===== config.mk =====
export PLATFORM = sky130hd
export DESIGN_NAME = pixel_proc_pipe
export DESIGN_NICKNAME = d
export VERILOG_FILES = /design/src/rtl/pixel_proc_pipe.sv
export SDC_FILE = /design/constraint.sdc
export NUM_CORES = 1
export LEC_CHECK = 0
export ABC_CLOCK_PERIOD_IN_PS = 5100
export BUFFER_PORTS_ARGS = -buffer_cell sky130_fd_sc_hd__clkbuf_2
export CORE_MARGIN = 8
export CORE_UTILIZATION = 55
export CTS_CLUSTER_DIAMETER = 50
export DETAILED_ROUTE_END_ITERATION = 8
export PLACE_DENSITY = 0.79
export SLEW_MARGIN = 10
export SYNTH_ARGS = -nofsm -noshare
export SYNTH_HDL_FRONTEND = slang
export SYNTH_SLANG_ARGS = --single-unit

===== constraint.sdc =====
create_clock -name clk -period 5.1 [get_ports clk]
set_clock_uncertainty 0.2 [all_clocks]
set_input_delay 0.765 -clock clk [delete_from_list [all_inputs] [get_ports clk]]
set_output_delay 0.765 -clock clk [all_outputs]
set_load 0.02 [all_outputs]

===== src/rtl/pixel_proc_pipe.sv =====
// Pipelined VGA pixel-processing stage: colour op (bypass/gray/invert/threshold/brightness),
// frame-boundary config shadowing, and matched delay of sync and visible counters.
module pixel_proc_pipe #(
    parameter int unsigned CH_W        = 4,
    parameter int unsigned CNT_W       = 11,
    parameter int unsigned EXTRA_DELAY = 0,
    parameter bit          SYNC_ACTIVE = 1'b0
) (
    input  logic               clk,
    input  logic               rst,
    input  logic               hs_in,
    input  logic               vs_in,
    input  logic [CNT_W-1:0]   hc_visible_in,
    input  logic [CNT_W-1:0]   vc_visible_in,
    input  logic [3*CH_W-1:0]  pixel_in,
    input  logic [2:0]         mode_in,
    input  logic [CH_W:0]      offset_in,
    input  logic [CH_W-1:0]    threshold_in,
    output logic               hs_out,
    output logic               vs_out,
    output logic [CNT_W-1:0]   hc_visible_out,
    output logic [CNT_W-1:0]   vc_visible_out,
    output logic [3*CH_W-1:0]  pixel_out,
    output logic               frame_start,
    output logic [2:0]         mode_active
);

    localparam int unsigned PW = 3 * CH_W;
    localparam int unsigned BW = 2 + 2 * CNT_W + PW;
    localparam logic [CH_W-1:0] CH_MAX = '1;

    // Frame boundary: vs returns to its inactive level
    logic            vs_q;
    logic            boundary;
    logic [CH_W:0]   offset_act;
    logic [CH_W-1:0] thr_act;

    assign boundary = (vs_in == ~SYNC_ACTIVE) && (vs_q == SYNC_ACTIVE);

    always_ff @(posedge clk or posedge rst) begin
        if (rst) begin
            vs_q        <= ~SYNC_ACTIVE;
            frame_start <= 1'b0;
            mode_active <= '0;
            offset_act  <= '0;
            thr_act     <= '0;
        end else begin
            vs_q        <= vs_in;
            frame_start <= boundary;
            if (boundary) begin
                mode_active <= mode_in;
                offset_act  <= offset_in;
                thr_act     <= threshold_in;
            end
        end
    end

    // Stage 1: register inputs and the truncated channel average
    logic [CH_W+1:0]  sum;
    logic [CH_W+1:0]  quo;
    logic             s1_hs, s1_vs;
    logic [CNT_W-1:0] s1_hc, s1_vc;
    logic [PW-1:0]    s1_pix;
    logic [CH_W-1:0]  s1_gray;

    assign sum = {2'b00, pixel_in[3*CH_W-1:2*CH_W]} + {2'b00, pixel_in[2*CH_W-1:CH_W]}
               + {2'b00, pixel_in[CH_W-1:0]};
    assign quo = sum / (CH_W+2)'(3);

    always_ff @(posedge clk or posedge rst) begin
        if (rst) begin
            s1_hs   <= 1'b0;
            s1_vs   <= 1'b0;
            s1_hc   <= '0;
            s1_vc   <= '0;
            s1_pix  <= '0;
            s1_gray <= '0;
        end else begin
            s1_hs   <= hs_in;
            s1_vs   <= vs_in;
            s1_hc   <= hc_visible_in;
            s1_vc   <= vc_visible_in;
            s1_pix  <= pixel_in;
            s1_gray <= quo[CH_W-1:0];
        end
    end

    // Channel plus signed offset, clamped to [0, CH_MAX]
    function automatic logic [CH_W-1:0] bright(input logic [CH_W-1:0] c,
                                               input logic [CH_W:0] off);
        logic [CH_W+1:0] t;
        t = {2'b00, c} + {off[CH_W], off};
        if (t[CH_W+1]) return '0;
        else if (t[CH_W]) return CH_MAX;
        else return t[CH_W-1:0];
    endfunction

    // Stage 2: colour operation
    logic [PW-1:0]    s2_d;
    logic             s2_hs, s2_vs;
    logic [CNT_W-1:0] s2_hc, s2_vc;
    logic [PW-1:0]    s2_pix;

    always_comb begin
        s2_d = s1_pix;
        case (mode_active)
            3'd1: s2_d = {s1_gray, s1_gray, s1_gray};
            3'd2: s2_d = ~s1_pix;
            3'd3: s2_d = (s1_gray >= thr_act) ? '1 : '0;
            3'd4: s2_d = {bright(s1_pix[3*CH_W-1:2*CH_W], offset_act),
                          bright(s1_pix[2*CH_W-1:CH_W], offset_act),
                          bright(s1_pix[CH_W-1:0], offset_act)};
            default: s2_d = s1_pix;
        endcase
    end

    always_ff @(posedge clk or posedge rst) begin
        if (rst) begin
            s2_hs  <= 1'b0;
            s2_vs  <= 1'b0;
            s2_hc  <= '0;
            s2_vc  <= '0;
            s2_pix <= '0;
        end else begin
            s2_hs  <= s1_hs;
            s2_vs  <= s1_vs;
            s2_hc  <= s1_hc;
            s2_vc  <= s1_vc;
            s2_pix <= s2_d;
        end
    end

    // Stage 3: blank outside the visible area
    logic             s3_hs, s3_vs;
    logic [CNT_W-1:0] s3_hc, s3_vc;
    logic [PW-1:0]    s3_pix;

    always_ff @(posedge clk or posedge rst) begin
        if (rst) begin
            s3_hs  <= 1'b0;
            s3_vs  <= 1'b0;
            s3_hc  <= '0;
            s3_vc  <= '0;
            s3_pix <= '0;
        end else begin
            s3_hs  <= s2_hs;
            s3_vs  <= s2_vs;
            s3_hc  <= s2_hc;
            s3_vc  <= s2_vc;
            s3_pix <= (s2_hc == '0 || s2_vc == '0) ? '0 : s2_pix;
        end
    end

    logic [BW-1:0] s3_bus;
    logic [BW-1:0] out_bus;

    assign s3_bus = {s3_hs, s3_vs, s3_hc, s3_vc, s3_pix};

    if (EXTRA_DELAY == 0) begin : g_no_delay
        assign out_bus = s3_bus;
    end else begin : g_delay
        logic [BW-1:0] dly_q [EXTRA_DELAY];

        always_ff @(posedge clk or posedge rst) begin
            if (rst) begin
                for (int i = 0; i < int'(EXTRA_DELAY); i++) dly_q[i] <= '0;
            end else begin
                dly_q[0] <= s3_bus;
                for (int i = 1; i < int'(EXTRA_DELAY); i++) dly_q[i] <= dly_q[i-1];
            end
        end

        assign out_bus = dly_q[EXTRA_DELAY-1];
    end

    assign {hs_out, vs_out, hc_visible_out, vc_visible_out, pixel_out} = out_bus;

endmodule


==> flow_summary.json, run 1 <==
{
  "status": "complete, no violations",
  "finalMaxSlewViolations": 0,
  "fin_crit_ps": 3960,
  "num_rows": 34,
  "portBuffers": 89,
  "worstHoldPathType": "in -> async",
  "cp_slowest_cell": "fa_1",
  "grt_usage_pct": 18.1,
  "ys_ff_latch": 126,
  "cap_violations": 0,
  "clkSinkCount": 126,
  "power.density_nw_per_um2": 482,
  "path_depth": 12,
  "setup_total_negative_slack_ps": 0,
  "die_area_um2": 12300,
  "timing.fmax_mhz": 253,
  "cp_max_fo": 13,
  "setup_viol": 0,
  "total_leakage_power_nw": 2.92,
  "initialDrtViolationCount": 212,
  "synth_area_per_cell_um2": 12.7,
  "clkTransAtPathRegs_ps": 60,
  "netlist-cell-type-count": 49,
  "ff2ff_setup_slack_ps": 2480,
  "fp.coreArea_um2": 8720,
  "hpwl_mm": 7.46,
  "diodes": 0,
  "required_ps": 5240,
  "place_area_um2": 5520,
  "grt_pass1_vias": 3525,
  "reg2reg_from": "mode_active[0]",
  "finalHoldViolations": 0,
  "crit_type": "in -> reg",
  "tightest_slew_ps": 876,
  "relSlewSlack_pct": 41.5,
  "worst-path-buf-inv": 2,
  "netlist_area_um2": 4970,
  "cts_tree": "done",
  "antenna_found_initial": 0,
  "synthFlopType": "dfrtp_1",
  "root_buffer": "clkbuf_8",
  "wire_per_inst_um": 18.0,
  "h-tree-depth": 4,
  "ant_nets": 0,
  "drt-vias-per-instance": 5.56,
  "crit_path_end_kind": "flip-flop",
  "critical_path.startpoint_type": "primary input",
  "timing.final.crit_share_pct": 77.6,
  "die_h_um": 111,
  "drc": 0,
  "gr-total-overflow": 0,
  "path_cells": "clkbuf_2 -> fa_1 -> ha_1 -> fa_1 -> or2_1 -> nand3_1 -> a21oi_1 -> o31ai_1 -> inv_1 -> ha_1 -> nor4_1 -> a32oi_1",
  "yosys_warnings": 0,
  "grt_max_degree": 96,
  "gp_congestion": 0.910,
  "fillCellCount": 599,
  "syn_inst": 392,
  "hold_buffers": 0,
  "dp_cells": 581,
  "ys_async_sr_fraction_pct": 100,
  "cp.arrival_ps": 4100,
  "syn-num-nets": 470,
  "cts-buffers-inserted": 17,
  "ys_seq_area_share_pct": 63.5,
  "drt_wl_total_mm": 11.0,
  "nets": 571,
  "rsz0062_at_grt": "no",
  "area_growth_pct": 23.4,
  "io_pins": 90,
  "vias": 3413,
  "drive_gt1_share_pct": 27.3,
  "die_x_um": 111,
  "max-vdd-ir-drop_mv": 0.239,
  "r2r_end": "s2_pix[1]",
  "max_stage_delay_ps": 570,
  "hold_ws_ps": 14.0,
  "cp_top_family": "adder cells",
  "post_cts_buffers": 0,
  "fin_cells": 614,
  "initial_utilization_pct": 56.9,
  "clk_path_buf_depth": 2,
  "fin_area_um2": 6130,
  "synth_edf_count": 0,
  "clk_latency_ps": 500,
  "grt_first_pass_wirelength_mm": 17.8,
  "drt-pass1-iter-count": 5,
  "cts_resized": 0,
  "r2r_cells": 4
}
==> layer usage <==
metal  vias to the layer above  global-route usage, %  share of wire [%]  wire length [um]
met4                         0                   8.80                2.1               231
li1                       1583                      -                  -                 -
met3                        23                   4.44                5.4               600
met2                       138                   31.3                 53              5830
met1                      1669                   20.5                 40              4390
met5                         -                      0                  0                 0
==> final cells by class <==
type / count / area, um^2 / area share, %
multi-input cells: 227 / 1660 / 27.1
well taps: 108 / 135 / 2.21
clock inverters: 14 / 159 / 2.59
repair buffers: 92 / 488 / 7.96
flip-flops and latches: 126 / 3150 / 51.5
inverters: 29 / 111 / 1.82
clock buffers: 18 / 418 / 6.82
==> layout by cell type, fill, tap and decap left out, types with 2 or more instances in the layout <==
master	count
a211oi_1	2
a21o_1	10
a21oi_1	17
a31oi_1	4
a32oi_1	2
and2_1	12
buf_4	2
bufinv_16	2
clkbuf_16	16
clkbuf_2	89
clkinv_2	2
clkinv_4	4
dfrtp_1	125
fa_1	8
ha_1	20
inv_1	26
inv_2	2
inv_6	4
mux2_2	7
nand2_1	20
nand2b_1	5
nand3_1	2
nor2_1	21
nor2b_1	8
nor3_1	6
nor4_1	6
o211ai_1	2
o21a_1	2
o21ai_0	24
o21ai_1	3
o221ai_1	17
o22ai_1	2
o31a_1	2
xnor2_1	6
xor2_1	2
==> stage by stage <==
stage / power, mW / worst slack (ps) / utilization, %
final: 2.96 / 1140 / 70.3
after global routing: 3.10 / 1000 / 70.3
after CTS: 2.97 / 1230 / 69.9
after detailed placement: 1.79 / 698 / 63.3
after global placement: 1.76 / 936 / 63.3
after floorplan: 1.61 / 781 / -
==> registers in the layout, summed over array words and instances (netlist names) <==
signal	count
thr_act	4
s1_hc	11
hc_visible_out	11
s2_vs	1
hs_out	1
s2_pix	12
s1_gray	4
pixel_out	12
s1_vc	11
s1_vs	1
frame_start	1
offset_act	5
s1_hs	1
s2_hc	11
mode_active	3
s2_hs	1
vs_out	1
s1_pix	12
vs_q	1
vc_visible_out	11
s2_vc	11
==> cells by family after synthesis <==
kind of cell	share of synthesized area (%)
xor+xnor	1.41
flops	63.5
compound gates	13.2
fa+ha+maj	8.26
mux	1.59
simple gates	9.05
buf+inv	3.02
==> synthesized netlist by cell type, types with 2 or more instances <==
master | instances | share of area (%)
xor2_1 | 2 | 0.35
o21a_1 | 2 | 0.30
a21oi_1 | 17 | 1.7
a32oi_1 | 2 | 0.35
and2_1 | 12 | 1.5
a31oi_1 | 4 | 0.50
ha_1 | 20 | 5.0
nor2b_1 | 8 | 1.0
o22ai_1 | 2 | 0.25
mux2_2 | 7 | 1.6
o211ai_1 | 2 | 0.30
xnor2_1 | 6 | 1.1
nand2b_1 | 5 | 0.63
nand3_1 | 2 | 0.20
fa_1 | 8 | 3.2
nor3_1 | 6 | 0.60
buf_2 | 3 | 0.30
nand2_1 | 20 | 1.5
nor4_1 | 6 | 0.76
dfrtp_1 | 125 | 63
inv_1 | 27 | 2.0
nor2_1 | 21 | 1.6
o221ai_1 | 17 | 3.0
clkbuf_1 | 6 | 0.45
o21ai_0 | 24 | 2.4
o31a_1 | 2 | 0.35
a211oi_1 | 2 | 0.30
inv_2 | 2 | 0.15
o21ai_1 | 3 | 0.30
a21o_1 | 10 | 1.5
==> report_power, final <==
group	switching, mW	total (mW)	internal, mW
combinational	0.361	0.602	0.241
clock	0.459	1.16	0.706
sequential	0.0632	1.19	1.13
==> worst max path at each step <==
| stage | to | from | slack (ps) |
|---|---|---|---|
| final | s1_gray[0] | pixel_in[1] | 1140 |
| after global placement | s1_gray[0] | pixel_in[1] | 940 |
| after detailed placement | s1_gray[0] | pixel_in[1] | 700 |
| after floorplan | frame_start | rst | 780 |
| after CTS | s1_gray[0] | pixel_in[1] | 1230 |
| after global routing | s1_gray[0] | pixel_in[1] | 1000 |
No activity file was read; power rests on OpenSTA's default activity.
==> run 2, diff against run 1 <==
ABC_AREA = 1   (was unset)
ABC_CLOCK_PERIOD_IN_PS = 3940   (was 5100)
clock period = 3.94 ns   (was 5.1 ns; I/O delays follow)
==> run 2 against run 1 <==
Die area down 3.4%. Global-route usage rose by 1.1 points. Critical path type unchanged. Final cell count grew 10%. Total power grew 31%. Area after synthesis decreased by 4.0%. First-iteration DRC count up 51%. Worst setup slack got worse by 880 ps. Non-clock buffer count grew 29.
==> flow_summary.json, run 2 <==
{
  "initial_utilization_pct": 55.8,
  "post_cts_buffers": 0,
  "cp.arrival_ps": 3880,
  "grt_first_pass_wirelength_mm": 17.5,
  "ant_nets": 0,
  "ys_async_sr_fraction_pct": 100,
  "drt-vias-per-instance": 4.97,
  "ff2ff_setup_slack_ps": 1390,
  "p_int_mw": 2.76,
  "synthFlopType": "dfrtp_1",
  "relSlewSlack_pct": 23.5,
  "synth_top_cells_by_count": "125 x dfrtp_1, 60 x nand2_1, 58 x inv_1",
  "initialDrtViolationCount": 320,
  "clkTransAtPathRegs_ps": 60,
  "yosysTopAreaCell": "dfrtp_1",
  "grt_pass1_vias": 3600,
  "clk_latency_ps": 510,
  "grt_max_degree": 63,
  "setup_total_negative_slack_ps": 0,
  "switching_share_pct": 28.7,
  "muxShareOfSynthArea_pct": 0,
  "gr-total-overflow": 0,
  "drt_wl_total_mm": 10.2,
  "yosys_warnings": 0,
  "ys_seq_area_share_pct": 66.2,
  "io_pins": 90,
  "synth_most_common_cell": "dfrtp_1",
  "die_area_um2": 11900,
  "rsz0062_at_grt": "no",
  "setup_viol": 0,
  "max-vdd-ir-drop_mv": 0.354,
  "synthTopCellsByArea": "dfrtp_1 66%, ha_1 5.2%, nand2_1 4.7%, inv_1 4.6%, nor2_1 4.0%",
  "timing.fmax_mhz": 272,
  "fp.coreArea_um2": 8550,
  "wl_met2_mm": 5.13,
  "drc": 0,
  "crit_type": "in -> reg",
  "wl_met3_um": 698,
  "h-tree-depth": 4,
  "synth-simple-area-share_pct": 11.8,
  "clk_path_buf_depth": 2,
  "finalHoldViolations": 0,
  "synth_edf_count": 0,
  "gp_congestion": 0.878,
  "die_h_um": 109,
  "p_comb_share_pct": 19.1,
  "final_cell_mix": "125 x dfrtp_1, 89 x clkbuf_2, 60 x nand2_1, 57 x inv_1, 51 x nor2_1",
  "crit_path_end_kind": "flip-flop",
  "die_x_um": 109,
  "syn-num-nets": 500,
  "netlist_area_um2": 4770,
  "layout_commonest_cell": "dfrtp_1",
  "synth_top_area_share_pct": 65.6,
  "status": "complete, no violations",
  "grt_usage_pct": 19.2,
  "total_leakage_power_nw": 3.21,
  "synth_compound_area_share_pct": 7.56,
  "antenna_found_initial": 0,
  "synth_xor_area_share_pct": 0.735,
  "fin_crit_ps": 3670,
  "seq_power_share_pct": 39.7,
  "drive_gt1_share_pct": 22.5,
  "tightest_slew_ps": 1140,
  "cts-buffers-inserted": 17,
  "synth_fa_ha_area_share_pct": 8.61,
  "portBuffers": 89,
  "num_rows": 34,
  "top_layer": "met4",
  "finalMaxSlewViolations": 0,
  "area_growth_pct": 31.5,
  "critical_path.startpoint_type": "primary input",
  "syn_inst": 422,
  "vias": 3357,
  "cp_max_fo": 3,
  "synth_area_per_cell_um2": 11.3,
  "ys_ff_latch": 126,
  "nets": 634,
  "met1_length_mm": 4.22,
  "cap_violations": 0,
  "clkSinkCount": 126,
  "cts_tree": "done",
  "wire_per_inst_um": 15.1,
  "synth_top_family_by_area": "simple AND/OR/NAND/NOR gates",
  "hpwl_mm": 7.11,
  "clkPwrFrac_pct": 41.1,
  "drt-pass1-iter-count": 4,
  "post-place-ws_ps": 231,
  "power.density_nw_per_um2": 617,
  "worstHoldPathType": "in -> reg",
  "setup_slack_ps": 267,
  "required_ps": 4150,
  "root_buffer": "clkbuf_8",
  "diodes": 0,
  "timing.final.crit_share_pct": 93.2,
  "netlist-cell-type-count": 27,
  "p_sw_mw": 1.11
}
run 2: cell types whose count changed after synthesis, sizes merged, moves of 11 or more:
cell / change
nand2: +40
nor2: +31
and2: -12
inv: +29
nand3: +11
o221ai: -17
run 2: power by group through the flow:
stage                     registers [mW]  clock network [mW]  logic [mW]
after detailed placement            1.56                   0       0.707
after global routing                1.55                1.69       0.843
after floorplan                     1.60                   0       0.433
after CTS                           1.54                1.62       0.742
final                               1.54                1.59       0.741
after global placement              1.55                   0       0.668
run 2: final cells by class:
cell class | count | area, um^2
clock buffer | 18 | 418
clock inverter | 13 | 190
fill | 554 | 2280
inverter | 59 | 225
multi-input combinational | 231 | 1380
sequential | 126 | 3150
tap | 108 | 135
timing repair buffer | 121 | 773
run 2: cell families after synthesis:
kind of cell             Yosys count
flip-flops                       126
buffers and inverters             65
XOR/XNOR                           4
adder cells (fa/ha/maj)           28
AND/OR/NAND/NOR                  138
AO/OA/AOI/OAI                     61
run 2: per-stage QoR:
| step | area, um^2 | hold WS [ps] | cells | power [mW] | utilization [%] |
|---|---|---|---|---|---|
| after floorplan | 4770 | 131 | 422 | 2.04 | - |
| after global placement | 5360 | 132 | 615 | 2.22 | 62.7 |
| after detailed placement | 5360 | 135 | 615 | 2.26 | 62.7 |
| after CTS | 6270 | 0.0984 | 676 | 3.90 | 73.4 |
| after global routing | 6270 | 3.45 | 676 | 4.08 | 73.4 |
| final | 6270 | 23.9 | 676 | 3.87 | 73.4 |
run 2: path summary, 6_finish.rpt:
path | startpoint | to | depth (start not counted)
max in group asynchronous | rst | s1_hc[9] | 3
worst max-delay path | pixel_in[9] | s1_gray[0] | 19
min in group asynchronous | rst | s1_vs | 2
worst min-delay path | pixel_in[5] | s1_pix[5] | 1
worst max register to register | offset_act[0] | s2_pix[6] | 11
worst min register to register | s1_vc[1] | s2_vc[1] | 0
run 2: per-layer routing:
layer	vias up	global-route usage [%]
li1	1630	-
met1	1588	23.0
met2	119	31.6
met3	20	5.97
met4	0	7.82
met5	-	0
run 2: what timing repair did:
item,in CTS,in global routing
gates resized for setup,0,0
endpoints found under the hold margin,31,0
hold buffers,30,0
run 2: critical path, stage by stage:
cell and delay [ps]:
dlygate4sd3_1 530, clkbuf_2 120, fa_1 440, ha_1 240, fa_1 420, xor2_1 240
nand3_1 160, nand2_1 110, nand2_1 80, nand2_1 110, a21oi_1 80, nor2_2 130
ha_1 250, nor2_1 100, nand2_1 60, nor2_1 80, nand2_1 50, nand2_1 50
inv_1 40
==> run 3, diff against run 2 <==
GPL_TIMING_DRIVEN = 0   (was unset)
==> run 3 against run 2 <==
Worst setup slack gained 51 ps. Die area is the same. Routed wire length grew 5.6%. Total power shrank 2.6%. Register-to-register slack lost 140 ps. Largest power group is now registers.
==> flow_summary.json, run 3 (same netlist as run 2, synthesis figures left out) <==
{
  "met1_length_mm": 4.21,
  "worst-path-buf-inv": 4,
  "whs_endpoint": "s1_pix[10]",
  "finalHoldViolations": 0,
  "r2r_cells": 10,
  "cts-buffers-inserted": 17,
  "reg2reg_from": "offset_act[1]",
  "path_common_cell": "nand2_1",
  "drt_wl_total_mm": 10.8,
  "layout_commonest_cell": "dfrtp_1",
  "drive_gt1_share_pct": 22.8,
  "setup_viol": 0,
  "setup_total_negative_slack_ps": 0,
  "vias": 3466,
  "rsz0062_at_grt": "no",
  "top_layer": "met4",
  "clkTransAtPathRegs_ps": 60,
  "drc": 0,
  "critical_path.startpoint_type": "primary input",
  "cp_top_family": "adder cells",
  "r2r_end": "s2_pix[6]",
  "antenna_found_initial": 0,
  "required_ps": 4140,
  "hold_depth": 1,
  "path_cells": "dlygate4sd3_1 -> clkbuf_2 -> fa_1 -> ha_1 -> fa_1 -> xor2_1 -> inv_1 -> o21ai_2 -> nand2_1 -> a21oi_1 -> nor2_2 -> ha_1 -> nor2_1 -> nand2_1 -> nor2_1 -> nand2_1 -> nand2_1 -> inv_1",
  "timing.final.crit_share_pct": 91.9,
  "diodes": 0,
  "tightest_slew_ps": 677,
  "die_h_um": 109,
  "max_stage_delay_ps": 530,
  "hpwl_mm": 7.59,
  "cts_tree": "done",
  "power.density_nw_per_um2": 600,
  "max-vdd-ir-drop_mv": 0.315,
  "status": "complete, no violations",
  "num_rows": 34,
  "p_total_mw": 3.77,
  "wire_per_inst_um": 15.8,
  "nets": 640,
  "h-tree-depth": 4,
  "die_area_um2": 11900,
  "clk_path_buf_depth": 2,
  "grt_max_degree": 43,
  "worstHoldPathType": "in -> reg",
  "gr-total-overflow": 0,
  "fin_cells": 683,
  "wl_met3_um": 681,
  "final_cell_mix": "125 x dfrtp_1, 89 x clkbuf_2, 60 x nand2_1, 57 x inv_1, 51 x nor2_1",
  "drt-vias-per-instance": 5.07,
  "cp.arrival_ps": 3820,
  "ant_nets": 0,
  "ff2ff_setup_slack_ps": 1250,
  "wl_met2_mm": 5.66,
  "cts_resized": 0,
  "crit_path_end_kind": "flip-flop",
  "die_x_um": 109,
  "dp_cells": 622,
  "fin_crit_ps": 3620,
  "fp.coreArea_um2": 8550,
  "timing.fmax_mhz": 276,
  "clk_latency_ps": 510,
  "initialDrtViolationCount": 183,
  "root_buffer": "clkbuf_8",
  "io_pins": 90,
  "grt_usage_pct": 19.7,
  "total_leakage_power_nw": 3.20,
  "initial_utilization_pct": 55.8,
  "finalMaxSlewViolations": 0,
  "hold_start": "pixel_in[10]",
  "relSlewSlack_pct": 54.3,
  "grt_pass1_vias": 3798,
  "crit_type": "in -> reg",
  "cp_max_fo": 3,
  "portBuffers": 89,
  "gp_congestion": 0.916,
  "drt-pass1-iter-count": 7,
  "grt_first_pass_wirelength_mm": 17.9,
  "cap_violations": 0,
  "clkSinkCount": 126,
  "final_util_pct": 73.4,
  "area_growth_pct": 31.6,
  "cp_slowest_cell": "dlygate4sd3_1"
}
==> run 3: changes by cell type in the layout (fill, tap and decap cells not counted), moves of 2 or more <==
cell	delta
clkinvlp_4	+2
clkinv_2	-2
clkinv_4	-2
buf_12	+2
inv_6	+4
clkbuf_1	+4
bufinv_16	-3
inv_8	+2
==> run 3: area by class of cell <==
class,count,area [um^2]
buffer,6,23.8
clock buffer,18,428
clock inverter,14,145
fill,563,2270
inverter,59,225
multi-input combinational,231,1370
sequential,126,3150
tap,108,135
timing repair buffer,121,796
==> run 3: per-stage QoR <==
step	hold slack (ps)	setup slack (ps)	area, um^2
after CTS	1.64	323	6280
after detailed placement	135	294	5410
after floorplan	131	601	4770
final	22.7	319	6280
after global placement	132	349	5350
after global routing	4.54	76.2	6280
==> run 3: routing by layer <==
layer	GRT usage, %	up-vias
li1	-	1649
met5	0	-
met1	22.2	1671
met3	4.43	26
met2	34.3	120
met4	9.97	0
==> run 3: what timing repair did <==
| item | CTS | global route |
|---|---|---|
| hold buffers | 29 | 0 |
| hold endpoints to repair | 50 | 0 |
| setup buffers | 0 | 0 |
==> run 3: power by group <==
part | internal [mW] | switching [mW] | total (mW)
clock network | 0.875 | 0.609 | 1.48
logic | 0.280 | 0.468 | 0.748
registers | 1.45 | 0.0798 | 1.53
total | 2.61 | 1.16 | 3.77
==> run 3: worst max path at each step <==
stage	cells after the start	startpoint	end	slack [ps]
after global placement	17	pixel_in[1]	s1_gray[0]	350
after floorplan	16	pixel_in[1]	s1_gray[0]	600
after CTS	18	pixel_in[9]	s1_gray[0]	320
after detailed placement	17	pixel_in[1]	s1_gray[0]	290
final	18	pixel_in[9]	s1_gray[0]	320
after global routing	19	pixel_in[9]	s1_gray[0]	80
